$ cat src/rtl/alu_pkg.sv
// -----------------------------------------------------------------------------
// alu_pkg
// Shared types and constants for the pipelined ALU.
//   alu_op_e   : 3-bit opcode; all eight encodings are defined.
//   FLG_*      : bit positions inside the 4-bit flags vector {V, C, N, Z}.
//   pack_flags : assembles the flags vector from its individual bits.
// -----------------------------------------------------------------------------
package alu_pkg;

    typedef enum logic [2:0] {
        ALU_ADD   = 3'd0,
        ALU_SUB   = 3'd1,
        ALU_AND   = 3'd2,
        ALU_OR    = 3'd3,
        ALU_XOR   = 3'd4,
        ALU_SHL   = 3'd5,
        ALU_SHR   = 3'd6,
        ALU_PASSB = 3'd7
    } alu_op_e;

    localparam int FLG_Z   = 0;
    localparam int FLG_N   = 1;
    localparam int FLG_C   = 2;
    localparam int FLG_V   = 3;
    localparam int FLAGS_W = 4;

    function automatic logic [FLAGS_W-1:0] pack_flags(
        input logic v,
        input logic c,
        input logic n,
        input logic z
    );
        logic [FLAGS_W-1:0] f;
        f        = 4'b0000;
        f[FLG_V] = v;
        f[FLG_C] = c;
        f[FLG_N] = n;
        f[FLG_Z] = z;
        return f;
    endfunction

endpackage

$ cat src/rtl/alu_exec.sv
// -----------------------------------------------------------------------------
// alu_exec
// Purely combinational ALU core: computes result and status flags for one
// operand/opcode bundle. Arithmetic is unsigned modulo 2^N.
// Ports:
//   operand1  [N-1:0] in  : operand A
//   operand2  [N-1:0] in  : operand B; low clog2(N) bits are the shift amount
//   operation alu_op_e in : opcode
//   result    [N-1:0] out : ALU result
//   flags     [3:0]   out : {overflow, carry, negative, zero}
// -----------------------------------------------------------------------------
module alu_exec
    import alu_pkg::*;
#(
    parameter int N = 8
) (
    input  logic [N-1:0]         operand1,
    input  logic [N-1:0]         operand2,
    input  alu_op_e              operation,
    output logic [N-1:0]         result,
    output logic [FLAGS_W-1:0]   flags
);

    localparam int SHW = (N > 1) ? $clog2(N) : 1;

    logic [N:0]     sum_s;
    logic [N:0]     dif_s;
    logic [SHW-1:0] shamt_s;
    logic [N-1:0]   res_s;
    logic           carry_s;
    logic           ovf_s;

    // Subtraction as A + ~B + 1 so bit N is the "no borrow" carry.
    assign sum_s   = {1'b0, operand1} + {1'b0, operand2};
    assign dif_s   = {1'b0, operand1} + {1'b0, ~operand2} + {{N{1'b0}}, 1'b1};
    assign shamt_s = operand2[SHW-1:0];

    // Opcode decode: result, carry and signed overflow.
    always_comb begin
        res_s   = {N{1'b0}};
        carry_s = 1'b0;
        ovf_s   = 1'b0;
        case (operation)
            ALU_ADD: begin
                res_s   = sum_s[N-1:0];
                carry_s = sum_s[N];
                ovf_s   = (operand1[N-1] == operand2[N-1]) && (sum_s[N-1] != operand1[N-1]);
            end
            ALU_SUB: begin
                res_s   = dif_s[N-1:0];
                carry_s = dif_s[N];
                ovf_s   = (operand1[N-1] != operand2[N-1]) && (dif_s[N-1] != operand1[N-1]);
            end
            ALU_AND:   res_s = operand1 & operand2;
            ALU_OR:    res_s = operand1 | operand2;
            ALU_XOR:   res_s = operand1 ^ operand2;
            ALU_SHL:   res_s = operand1 << shamt_s;
            ALU_SHR:   res_s = operand1 >> shamt_s;
            ALU_PASSB: res_s = operand2;
            default:   res_s = {N{1'b0}};
        endcase
    end

    assign result = res_s;
    assign flags  = pack_flags(ovf_s, carry_s, res_s[N-1], (res_s == {N{1'b0}}));

endmodule

$ cat src/rtl/alu_pipe.sv
// -----------------------------------------------------------------------------
// alu_pipe
// Pipelined N-bit ALU with valid/ready handshakes on both sides. The compute
// is done combinationally ahead of stage 1; stages 2..STAGES only carry the
// {result, flags} bundle. Each stage is a handshake register so the pipe runs
// at one bundle per cycle and absorbs full backpressure without bubbles.
// Ports:
//   clk       in  : rising-edge clock
//   reset_n   in  : asynchronous active-low reset, drops all in-flight bundles
//   in_valid  in  : operand/op bundle valid
//   in_ready  out : pipe can accept the bundle this cycle (combinational)
//   operand1  in  : operand A [N-1:0]
//   operand2  in  : operand B [N-1:0]
//   operation in  : opcode (alu_op_e)
//   out_valid out : result bundle valid (registered)
//   out_ready in  : consumer accepts the bundle this cycle
//   result    out : ALU result [N-1:0] (registered)
//   flags     out : {overflow, carry, negative, zero} (registered)
// -----------------------------------------------------------------------------
module alu_pipe
    import alu_pkg::*;
#(
    parameter int N      = 8,
    parameter int STAGES = 2
) (
    input  logic                 clk,
    input  logic                 reset_n,
    input  logic                 in_valid,
    output logic                 in_ready,
    input  logic [N-1:0]         operand1,
    input  logic [N-1:0]         operand2,
    input  alu_op_e              operation,
    output logic                 out_valid,
    input  logic                 out_ready,
    output logic [N-1:0]         result,
    output logic [FLAGS_W-1:0]   flags
);

    logic [N-1:0]       exec_result_s;
    logic [FLAGS_W-1:0] exec_flags_s;

    logic [STAGES-1:0]  stage_valid_s;
    logic [N-1:0]       stage_result_s [STAGES];
    logic [FLAGS_W-1:0] stage_flags_s  [STAGES];

    // ready_s[k] is the load enable of stage k; the extra top entry is the consumer.
    logic [STAGES:0]    ready_s;

    alu_exec #(
        .N(N)
    ) u_exec (
        .operand1  (operand1),
        .operand2  (operand2),
        .operation (operation),
        .result    (exec_result_s),
        .flags     (exec_flags_s)
    );

    assign ready_s[STAGES] = out_ready;

    genvar k;
    generate
        for (k = 0; k < STAGES; k++) begin : g_stage
            logic               up_valid_s;
            logic [N-1:0]       up_result_s;
            logic [FLAGS_W-1:0] up_flags_s;
            logic               valid_r;
            logic [N-1:0]       result_r;
            logic [FLAGS_W-1:0] flags_r;

            if (k == 0) begin : g_head
                assign up_valid_s  = in_valid;
                assign up_result_s = exec_result_s;
                assign up_flags_s  = exec_flags_s;
            end else begin : g_body
                assign up_valid_s  = stage_valid_s[k-1];
                assign up_result_s = stage_result_s[k-1];
                assign up_flags_s  = stage_flags_s[k-1];
            end

            // An empty stage can always load; a full one only if it drains this cycle.
            assign ready_s[k] = !valid_r || ready_s[k+1];

            // Handshake register: valid follows upstream on enable, data only when upstream is valid.
            always_ff @(posedge clk or negedge reset_n) begin
                if (!reset_n) begin
                    valid_r  <= 1'b0;
                    result_r <= {N{1'b0}};
                    flags_r  <= 4'b0000;
                end else if (ready_s[k]) begin
                    valid_r <= up_valid_s;
                    if (up_valid_s) begin
                        result_r <= up_result_s;
                        flags_r  <= up_flags_s;
                    end
                end
            end

            assign stage_valid_s[k]  = valid_r;
            assign stage_result_s[k] = result_r;
            assign stage_flags_s[k]  = flags_r;
        end
    endgenerate

    assign in_ready  = ready_s[0];
    assign out_valid = stage_valid_s[STAGES-1];
    assign result    = stage_result_s[STAGES-1];
    assign flags     = stage_flags_s[STAGES-1];

endmodule

$ cat config.mk
export PLATFORM = sky130hd
export DESIGN_NAME = alu_pipe
export DESIGN_NICKNAME = d
export VERILOG_FILES = /design/src/rtl/alu_pkg.sv /design/src/rtl/alu_exec.sv /design/src/rtl/alu_pipe.sv
export SDC_FILE = /design/constraint.sdc
export NUM_CORES = 1
export LEC_CHECK = 0
export CAP_MARGIN = 20
export CORE_MARGIN = 2
export CORE_UTILIZATION = 35
export CTS_CLUSTER_SIZE = 25
export DETAILED_ROUTE_END_ITERATION = 10
export SLEW_MARGIN = 40
export SYNTH_ARGS = -nofsm -noshare
export SYNTH_HDL_FRONTEND = slang
export SYNTH_HIERARCHICAL = 1
export SYNTH_SLANG_ARGS = --single-unit
$ cat constraint.sdc
create_clock -name clk -period 1.25 [get_ports clk]
set_input_delay 0.1875 -clock clk [delete_from_list [all_inputs] [get_ports clk]]
set_output_delay 0.1875 -clock clk [all_outputs]
set_load 0.05 [all_outputs]
# == Word level (Yosys, flattened, before mapping) ==
# Cells that the tools add are included.
# totals
output_inout_bits,14
word_cells,39
reg_bits,26
# classes
n_addsub,3
n_bitwise,4
n_reduce_logical,10
eq_ne,11
shifts,2
mux,3
# op_table
operator,count
$pmux W8 S8,1
$add A8 B8 Y9,2
$eq A3 B3 Y1 const B,4
$add A9 B1 Y9 const B,1
$and A8 B8 Y8,1
$logic_not A8 Y1,1
$not A8 Y8,1
$or A8 B8 Y8,1
$shl A8 B3 Y8,1
$shr A8 B3 Y8,1
$xor A8 B8 Y8,1
$eq A3 B2 Y1 const B,2
$pmux W1 S2,2
$reduce_and A2 Y1,2
$eq A3 B1 Y1 const B,1
$logic_not A3 Y1,1
$ne A1 B1 Y1,3
$logic_and A1 B1 Y1,2
$logic_not A1 Y1,2
$logic_or A1 B1 Y1,2
$eq A1 B1 Y1,1

# == Depth between registers and ports, before layout ==
# Gate-level depths: netlist of run 1.
# logic_depth
ltp_word,6
depth_mapped,13
depth_no_buf,12

# == Hierarchy ==
# Netlist of run 1, hierarchy kept.
# by_module_without_submodules
mod,area_per_inst_um2,seq_area_each_um2,cells_per_inst,instances
alu_exec,1846.8,0.0,240,1
alu_pipe,1084.8,650.6,58,1

# == Worst setup path after synthesis of run 1 ==
# Ideal clock, no wire load.
# synth_path
kind,input to register
from,input port operand2[1]
to,register g_stage[0].flags_r[0]
stages,11
setup_time_ns,0.125
t_arrival_ns,2.591
t_required_ns,1.125
setup_slack_ns,-1.466
cell_sequence,clkbuf_1 > inv_1 > ha_1 > o21bai_1 > a21oi_1 > o31ai_1 > a221o_1 > o2bb2ai_1 > a2111oi_2 > nor4_2 > mux2_4
# synth_via
elab_chain_len,5
word_cells_on_any_way,11
classes_between,3 x add/sub; 2 x shift; 1 x mux; 4 x bitwise; 1 x reduce/logical
# synth_rtl
element,line,text
"start, declared",alu_pipe.sv:31,"input logic [N-1:0] operand2,"
$not A8 Y8,alu_exec.sv:35,"assign dif_s = {1'b0, operand1} + {1'b0, ~operand2} + {{N{1'b0}}, 1'b1};"
$add A8 B8 Y9,alu_exec.sv:35,
$add A9 B1 Y9,alu_exec.sv:35,
$pmux W8 S8 (*),alu_exec.sv:43,case (operation)
net exec_flags_s[1],alu_pipe.sv:40,logic [FLAGS_W-1:0] exec_flags_s;
$logic_not A8 Y1 (*),alu_exec.sv:65,"assign flags = pack_flags(ovf_s, carry_s, res_s[N-1], (res_s == {N{1'b0}}));"
net exec_flags_s[0],alu_pipe.sv:40,
"end signal, assigned",alu_pipe.sv:94,flags_r <= up_flags_s;
"end, declared",alu_pipe.sv:69,logic [FLAGS_W-1:0] flags_r;
# Mark *: on every way through the listed nets, which the timed path passes. The rest lies on a longest branch.
# A chain may end at the register's enable or synchronous reset.

# == Worst setup path in the final report of run 1 ==
# layout_path
from,input port operand2[2]
to,register g_stage[0].flags_r[0]
# The elaborated chain is that of the path after synthesis.

==> impl_metrics.py, run 1 <==
metrics = {
    "outcome": {
        "status": "finished with violations",
        "violations": "setup timing",
    },
    "final_layout": {
        "finalNetCount": 488,
        "final_cell_mix": "buf_4 (96), dfrtp_1 (25), buf_6 (24)",
        "area_growth_pct": 74.8,
        "final_common_cell": "buf_4",
        "stdcell_area_um2": 5120,
        "drive_above_1_share": 0.650,
        "num_antenna_cells": 0,
    },
    "synth": {
        "synth_fp_nets": 348,
        "yosys.area.top_type": "dfrtp_1",
        "yosys-top-cells-area": "dfrtp_1 (22%), ha_1 (11%), mux2_4 (10%)",
        "ys_ff_latch": 26,
        "synth-edff-count": 0,
        "yosysSeqAreaShare": 0.222,
        "synth_area_per_cell_um2": 9.84,
        "yosysWarnings": 6,
        "syn_inst": 298,
        "netlist-cell-type-count": 66,
        "syn_area_um2": 2930,
        "yosysTopAreaCellShare": 0.222,
        "synthArstFlopShare": 1.00,
        "ys.flop_type": "dfrtp_1",
    },
    "floorplanning": {
        "die_h_um": 95.5,
        "start_util": 0.359,
        "die_w_um": 95.5,
        "row_count": 33,
        "ioPinCount": 37,
        "core_um2": 8180,
        "die-area_um2": 9120,
    },
    "route": {
        "dr.pass1.iters": 4,
        "wl_per_cell_um": 17.4,
        "ant_nets": 0,
        "finalWirelength_um": 9420,
        "drt_iter0_drc": 126,
        "drt-vias-per-instance": 5.38,
        "drc_errors": 0,
        "vias": 2914,
    },
    "placed_design": {
        "post-dp-hpwl_um": 6990,
        "preCtsSetupSlack_ps": -1740,
        "io_buffers": 36,
        "placed_area_um2": 4410,
        "gp_congestion": 0.916,
    },
    "sta": {
        "worst_pin_slew_ps": 524,
        "setup_viol_count_final": 13,
        "period_minus_slack_ps": 2140,
        "fin_skew_ps": 3.45,
        "final.setup.worst_slack_ps": -886,
        "rsz0062_at_grt": "yes",
        "finalMaxSlewViolations": 0,
        "hold_viol": 0,
        "fmax_mhz": 468,
        "relSlewSlack": 0.650,
        "post-route-period-util": 1.71,
    },
    "setup_path": {
        "criticalPathCategory": "in2reg",
        "worstPathArrival_ps": 2300,
        "cp_max_fo": 4,
        "max_stage_delay_ps": 360,
        "endpoint_kind": "flip-flop",
        "critical_path.cell_chain": "buf_8 -> clkinv_4 -> ha_4 -> buf_12 -> nand3_4 -> buf_6 -> a21oi_4 -> a211oi_4 -> o31ai_4 -> nor3_4 -> a2111oi_4 -> nor4_2 -> mux2_4",
        "critPathLaunchType": "primary input",
        "critPathSlowestCell": "o31ai_4",
        "required_ps": 1410,
    },
    "clocking": {
        "cts.root.buffer_cell": "clkbuf_8",
        "htreeDepth": 1,
        "cts.sinks": 26,
        "clock_latency_ps": 270,
        "cts_made_buffers": 3,
        "clock_path_buffers": 2,
        "cts_tree": "done",
        "clk_pin_slew_ps": 90,
        "hold_buffers": 0,
    },
    "global_route": {
        "antenna_found_initial": 0,
        "grt_pass1_wl_um": 14900,
        "grt_max_degree": 27,
        "grt_usage": 0.209,
        "overflow": 0,
        "grt_pass1_vias": 2959,
    },
    "pwr": {
        "ir_worst_vdd_mv": 0.612,
        "leakagePower_nw": 2.28,
        "powerDensity_nw_per_um2": 947,
    },
    "worst_hold_path": {
        "hp-class": "in2async",
    },
    "job": {
        "drv_cap": 0,
    },
}
==> worst max-delay path: cells and delay by family <==
family                     cells  cell delay, ps
AOI/OAI and AO/OA              4             950
adders and majority gates      1             280
buffers and inverters          4             370
muxes                          1             260
and+or+nand+nor                3             240
==> cells in the mapped netlist (all sizes together) (5+ instances only) <==
master and number:
o21ai 8, nor2b 5, inv 23, a22oi 5
mux4 10, nand3b 5, ha 25, mux2 24
a211oi 5, nand2 12, buf 16, clkbuf 8
o31ai 5, nand2b 7, nor2 11, dfrtp 26
nor3 11, mux2i 8, a21oi 18
==> power breakdown <==
part	total [W]	internal [W]	switching (W)
Sequential	0.00123	0.00105	0.000181
Combinational	0.00294	0.00159	0.00135
Clock	0.000687	0.000428	0.000258
Total	0.00485	0.00306	0.00179
==> cell type report <==
cell class              instances  area (µm²)
inverters                      25         123
well taps                     105         131
repair buffers                159        1560
fillers                       617        3050
multi-input cells             223        2590
flip-flops and latches         26         652
clock buffers                   3        41.3
clock inverters                 1        30.0
==> kinds of logic (layout without fill, tap and decap cells) <==
kind of cell / Yosys count / count (layout) / synth area share
mux: 42 / 42 / 0.226
compound gates: 78 / 78 / 0.192
xor+xnor: 3 / 3 / 0.00896
flops: 26 / 26 / 0.222
buf+inv: 49 / 188 / 0.0802
simple gates: 73 / 73 / 0.150
fa+ha+maj: 27 / 27 / 0.120
==> sequential cells by signal, indices dropped and copies added, names as in the netlist <==
signal / count
flags: 4
g_stage.flags_r: 4
g_stage.result_r: 8
g_stage.valid_r: 1
out_valid: 1
result: 8
==> through the flow <==
stage	utilization	total power, W	hold slack (ps)	TNS, ps	std cells
final	0.627	0.00485	264	-8520	542
after global routing	0.627	0.00509	264	-9080	542
after CTS	0.604	0.00474	269	-8260	538
after detailed placement	0.540	0.00382	497	-20580	518
after global placement	0.540	0.00380	497	-20050	518
after floorplan	-	0.00263	-108	-8700	298
==> what timing repair did <==
action                     4_1_cts  5_1_grt
buffers inserted                18        7
pin swaps                       43       26
setup endpoints to repair       13       19
resized for setup              144       42
==> worst paths after layout <==
path,depth (start not counted),slack [ps],start,end
min reg2reg,1,520,g_stage[0].flags_r[1]$_DFFE_PN0P_,flags[1]$_DFFE_PN0P_
max reg2reg,3,20,out_valid$_DFFE_PN0P_,g_stage[0].result_r[1]$_DFFE_PN0P_
min in group clk,4,490,out_ready,g_stage[0].valid_r$_DFFE_PN0P_
min,2,260,reset_n,result[2]$_DFFE_PN0P_
max in group asynchronous,2,820,reset_n,out_valid$_DFFE_PN0P_
max,13,-890,operand2[2],g_stage[0].flags_r[0]$_DFFE_PN0P_
==> layer usage <==
layer  track usage  vias up  wire, µm
met4        0.0393        0       119
met1         0.292     1454      4210
li1              -     1391         -
met5             0        -         0
met3        0.0213       10       337
met2         0.351       59      4760
Note: power is estimated with default switching activity, not from simulation.
==> inputs of run 2 (changes only) <==
--- a/config.mk
+++ b/config.mk
@@ -10,6 +10,8 @@
 export CORE_UTILIZATION = 35
 export CTS_CLUSTER_SIZE = 25
 export DETAILED_ROUTE_END_ITERATION = 10
+export HOLD_SLACK_MARGIN = 0.05
+export PLACE_DENSITY_LB_ADDON = 0.08
 export SLEW_MARGIN = 40
 export SYNTH_ARGS = -nofsm -noshare
 export SYNTH_HDL_FRONTEND = slang
==> impl_metrics.py, run 2 (synthesized netlist as in run 1, its figures left out) <==
metrics = {
    "outcome": {
        "status": "finished with violations",
        "violations": "setup timing",
    },
    "final_layout": {
        "n_fill_cell": 618,
        "area_growth_pct": 83.2,
        "multiInputGateArea_um2": 2710,
        "ff_latch_area_um2": 652,
        "stdcell_count": 557,
        "final_cell_mix": "buf_4 (109), buf_6 (29), dfrtp_1 (25)",
        "final_common_cell": "buf_4",
        "finalNetCount": 503,
        "drive_above_1_share": 0.681,
        "num_antenna_cells": 0,
        "stdcell_area_um2": 5370,
    },
    "placed_design": {
        "dp.cells": 517,
        "io_buffers": 36,
        "gp_congestion": 0.958,
        "placed_area_um2": 4420,
        "post-dp-hpwl_um": 7450,
    },
    "clocking": {
        "clk_pin_slew_ps": 90,
        "clock_path_buffers": 2,
        "cts.root.buffer_cell": "clkbuf_8",
        "cts.sinks": 26,
        "clock_latency_ps": 270,
        "htreeDepth": 1,
        "cts_tree": "done",
        "hold_buffers": 0,
        "cts_made_buffers": 3,
    },
    "route": {
        "finalWirelength_um": 10300,
        "ant_nets": 0,
        "dr.pass1.iters": 5,
        "drt_iter0_drc": 216,
        "wl_per_cell_um": 18.5,
        "vias": 3051,
        "drc_errors": 0,
        "drt-vias-per-instance": 5.48,
    },
    "setup_path": {
        "endpoint_kind": "flip-flop",
        "r2r_cells": 3,
        "startpoint": "operand2[0]",
        "r2r-end": "g_stage[0].result_r[1]$_DFFE_PN0P_",
        "reg2reg_slack_ps": 0,
        "critical_path.cell_chain": "buf_8 -> buf_12 -> mux4_2 -> a22o_1 -> a311oi_4 -> a31oi_1 -> mux2i_1 -> a21oi_2 -> nor4_2 -> mux2_4",
        "path_buf_inv": 2,
        "cp_max_fo": 6,
        "cp_top_family": "multiplexers",
        "reg2reg_from": "g_stage[0].valid_r$_DFFE_PN0P_",
        "max_stage_delay_ps": 530,
        "critPathLaunchType": "primary input",
        "worstPathArrival_ps": 2300,
        "critPathSlowestCell": "mux4_2",
        "required_ps": 1470,
        "criticalPathCategory": "in2reg",
        "crit_cells": 10,
    },
    "floorplanning": {
        "die-area_um2": 9120,
        "start_util": 0.359,
        "row_count": 33,
        "die_w_um": 95.5,
        "core_um2": 8180,
        "die_h_um": 95.5,
        "ioPinCount": 37,
    },
    "sta": {
        "final.setup.worst_slack_ps": -837,
        "period_minus_slack_ps": 2090,
        "setup_viol_count_final": 12,
        "fin_hold_ws_ps": 262,
        "worst_pin_slew_ps": 509,
        "post-route-period-util": 1.67,
        "timing.setup.tns_ps": -8110,
        "fin_skew_ps": 2.78,
        "relSlewSlack": 0.661,
        "fmax_mhz": 479,
        "rsz0062_at_grt": "yes",
        "finalMaxSlewViolations": 0,
        "hold_viol": 0,
    },
    "pwr": {
        "leakagePower_nw": 2.36,
        "fin_total_pwr_w": 0.00496,
        "ir_worst_vdd_mv": 0.501,
        "powerDensity_nw_per_um2": 924,
    },
    "global_route": {
        "grt_pass1_wl_um": 16400,
        "grt_max_degree": 27,
        "antenna_found_initial": 0,
        "grt_pass1_vias": 3208,
        "overflow": 0,
        "grt_usage": 0.236,
    },
    "job": {
        "drv_cap": 0,
    },
    "worst_hold_path": {
        "hp-class": "in2async",
    },
}
[run 2: timing repair]
action,4_1_cts,5_1_grt
endpoints found under the hold margin,0,0
setup buffers,37,8
setup endpoints to repair,13,18
resized for setup,174,47
pin swaps,60,18
gates cloned,1,0
[run 2: how the worst max path moves through the flow]
stage                                   endpoint  slack (ps)
2_1_floorplan  g_stage[0].flags_r[0]$_DFFE_PN0P_        -940
3_3_place_gp   g_stage[0].flags_r[0]$_DFFE_PN0P_       -1720
3_5_place_dp   g_stage[0].flags_r[0]$_DFFE_PN0P_       -1760
4_1_cts        g_stage[0].flags_r[0]$_DFFE_PN0P_        -900
5_1_grt        g_stage[0].flags_r[0]$_DFFE_PN0P_        -950
6_report       g_stage[0].flags_r[0]$_DFFE_PN0P_        -840
[run 2: final cells by class]
cell class / instances / area share
Clock buffer: 3 / 0.00769
Clock inverter: 1 / 0.00559
Inverter: 25 / 0.0259
Multi-Input combinational cell: 223 / 0.505
Sequential cell: 26 / 0.121
Tap cell: 105 / 0.0245
Timing Repair Buffer: 174 / 0.310
[run 2: power breakdown]
part / internal [W] / switching, W
combinational: 0.00164 / 0.00141
sequential: 0.00105 / 0.000183
clock: 0.000428 / 0.000252
total: 0.00312 / 0.00185
[run 2: per-layer routing]
metal / vias to the layer above / track usage / share of wire
li1: 1434 / - / -
met1: 1473 / 0.305 / 0.42
met2: 122 / 0.404 / 0.50
met3: 22 / 0.0158 / 0.051
met4: 0 / 0.102 / 0.033
met5: - / 0 / 0
[run 2: stage by stage]
stage                      util  setup WS [ps]
after global routing      0.657           -947
after detailed placement  0.540          -1760
after CTS                 0.640           -896
final                     0.657           -837
after global placement    0.540          -1720
after floorplan               -           -936
==> inputs of run 3 (changes only) <==
--- a/config.mk
+++ b/config.mk
@@ -6,7 +6,7 @@
 export NUM_CORES = 1
 export LEC_CHECK = 0
 export CAP_MARGIN = 20
-export CORE_MARGIN = 2
+export CORE_MARGIN = 3
 export CORE_UTILIZATION = 35
 export CTS_CLUSTER_SIZE = 25
 export DETAILED_ROUTE_END_ITERATION = 10
==> impl_metrics.py, run 3 (synthesized netlist as in run 1, its figures left out) <==
metrics = {
    "route": {
        "wl_per_cell_um": 17.9,
        "vias": 2997,
        "ant_nets": 0,
        "drt-vias-per-instance": 5.37,
        "drc_errors": 0,
        "dr.pass1.iters": 4,
        "finalWirelength_um": 9980,
        "drt_iter0_drc": 216,
    },
    "worst_hold_path": {
        "hp-class": "in2async",
    },
    "global_route": {
        "grt_usage": 0.200,
        "grt_pass1_vias": 2951,
        "grt_pass1_wl_um": 15700,
        "antenna_found_initial": 0,
        "grt.busiest_layer": "met2",
        "gr-usage-met3": 0.0194,
        "gr-usage-met2": 0.318,
        "grt_util_met1": 0.298,
        "overflow": 0,
        "grt_max_degree": 27,
    },
    "pwr": {
        "ir_worst_vdd_mv": 0.764,
        "leakagePower_nw": 2.37,
        "powerDensity_nw_per_um2": 927,
        "p_clk_frac": 0.138,
        "p_int_w": 0.00312,
        "p_comb_frac": 0.613,
        "pwr-share-seq": 0.249,
        "swShare": 0.369,
        "p_sw_w": 0.00182,
    },
    "sta": {
        "relSlewSlack": 0.750,
        "hold_viol": 0,
        "rsz0062_at_grt": "yes",
        "fin_hold_ws_ps": 261,
        "fin_skew_ps": 7.34,
        "post-route-period-util": 1.71,
        "worst_pin_slew_ps": 370,
        "period_minus_slack_ps": 2130,
        "final.setup.worst_slack_ps": -882,
        "setup_viol_count_final": 13,
        "fmax_mhz": 469,
        "finalMaxSlewViolations": 0,
    },
    "setup_path": {
        "critPathSlowestCell": "a2111oi_4",
        "critical_path.cell_chain": "buf_8 -> buf_8 -> buf_6 -> or3b_4 -> nor3_4 -> a21oi_2 -> o221ai_2 -> o2bb2ai_2 -> a2111oi_4 -> nor4_2 -> mux2_4",
        "cp_max_fo": 6,
        "critPathLaunchType": "primary input",
        "cp_top_family": "compound AO/OA/AOI/OAI gates",
        "worstPathArrival_ps": 2300,
        "endpoint_kind": "flip-flop",
        "path_buf_inv": 3,
        "max_stage_delay_ps": 410,
        "required_ps": 1420,
        "criticalPathCategory": "in2reg",
        "crit_top_cell": "buf_8",
    },
    "final_layout": {
        "stdcell_area_um2": 5340,
        "ff_latch_area_um2": 652,
        "final_cell_mix": "buf_4 (115), dfrtp_1 (25), buf_6 (24)",
        "drive_above_1_share": 0.667,
        "num_antenna_cells": 0,
        "final_core_util": 0.673,
        "multiInputGateArea_um2": 2620,
        "n_fill_cell": 610,
        "area_growth_pct": 82.0,
        "final_common_cell": "buf_4",
        "finalNetCount": 507,
    },
    "outcome": {
        "violations": "setup timing",
        "status": "finished with violations",
    },
    "floorplanning": {
        "die_h_um": 97.5,
        "die-area_um2": 9510,
        "core_um2": 7930,
        "ioPinCount": 37,
        "die_w_um": 97.5,
        "start_util": 0.370,
        "row_count": 32,
    },
    "clocking": {
        "cts.sinks": 26,
        "htreeDepth": 1,
        "cts_tree": "done",
        "clk_pin_slew_ps": 90,
        "clock_path_buffers": 2,
        "cts.root.buffer_cell": "clkbuf_8",
        "clock_latency_ps": 270,
        "cts_made_buffers": 3,
    },
    "placed_design": {
        "preCtsSetupSlack_ps": -1790,
        "placed_area_um2": 4430,
        "gp_congestion": 0.935,
        "post-dp-hpwl_um": 7300,
        "io_buffers": 36,
    },
    "job": {
        "drv_cap": 0,
    },
}
-- run 3: cell count changes in the layout (fill, tap and decap cells not counted), moves of 2 or more --
cell	delta
nand2_4	-2
inv_8	+2
a22oi_1	+3
nor3_4	-2
a22oi_2	-3
buf_4	+6
nor3_1	+2
buf_6	-5
clkbuf_2	-2
-- run 3: area by class of cell --
| type | count | share of cell area |
|---|---|---|
| multi-input cells | 223 | 0.491 |
| repair buffers | 178 | 0.324 |
| flip-flops and latches | 26 | 0.122 |
| inverters | 25 | 0.0256 |
| well taps | 102 | 0.0239 |
| clock buffers | 3 | 0.00774 |
| clock inverters | 1 | 0.00563 |
-- run 3: path summary, 6_finish.rpt --
path                                                     from                                 end  slack, ps  cells after the start
setup / recovery                                  operand2[0]   g_stage[0].flags_r[0]$_DFFE_PN0P_       -880                     11
hold / removal                                        reset_n               result[5]$_DFFE_PN0P_        260                      2
setup reg to reg               g_stage[0].valid_r$_DFFE_PN0P_  g_stage[0].result_r[1]$_DFFE_PN0P_         10                      3
hold reg to reg            g_stage[0].result_r[5]$_DFFE_PN0P_               result[5]$_DFFE_PN0P_        510                      1
max in group asynchronous                             reset_n               out_valid$_DFFE_PN0P_        830                      2
min in group clk                                    out_ready      g_stage[0].valid_r$_DFFE_PN0P_        490                      4
-- run 3: layer usage --
metal / share of wire / up-vias
met5: 0 / -
met4: 0.0077 / 0
met3: 0.050 / 7
met2: 0.48 / 68
met1: 0.46 / 1487
li1: - / 1435
-- run 3: power by group through the flow --
| stage | logic (W) | registers, W | clock network [W] |
|---|---|---|---|
| after global routing | 0.00318 | 0.00126 | 0.000739 |
| after global placement | 0.00258 | 0.00124 | 0 |
| final | 0.00303 | 0.00123 | 0.000683 |
| after detailed placement | 0.00259 | 0.00125 | 0 |
| after floorplan | 0.00104 | 0.00158 | 0 |
| after CTS | 0.00288 | 0.00124 | 0.000707 |
-- run 3: metrics by stage --
step,TNS [ps],cells,total power [W]
4_1_cts,-8730,545,0.00482
3_3_place_gp,-20750,519,0.00382
2_1_floorplan,-8700,298,0.00263
3_5_place_dp,-20940,519,0.00384
5_1_grt,-9240,558,0.00518
6_report,-8550,558,0.00495
-- run 3: timing repair --
| item | 4_1_cts | 5_1_grt |
|---|---|---|
| pin swaps | 59 | 34 |
| resized for setup | 151 | 54 |
| setup endpoints to repair | 13 | 23 |
| gates cloned | 1 | 1 |
| buffers inserted | 23 | 15 |
| hold buffers | 0 | 0 |
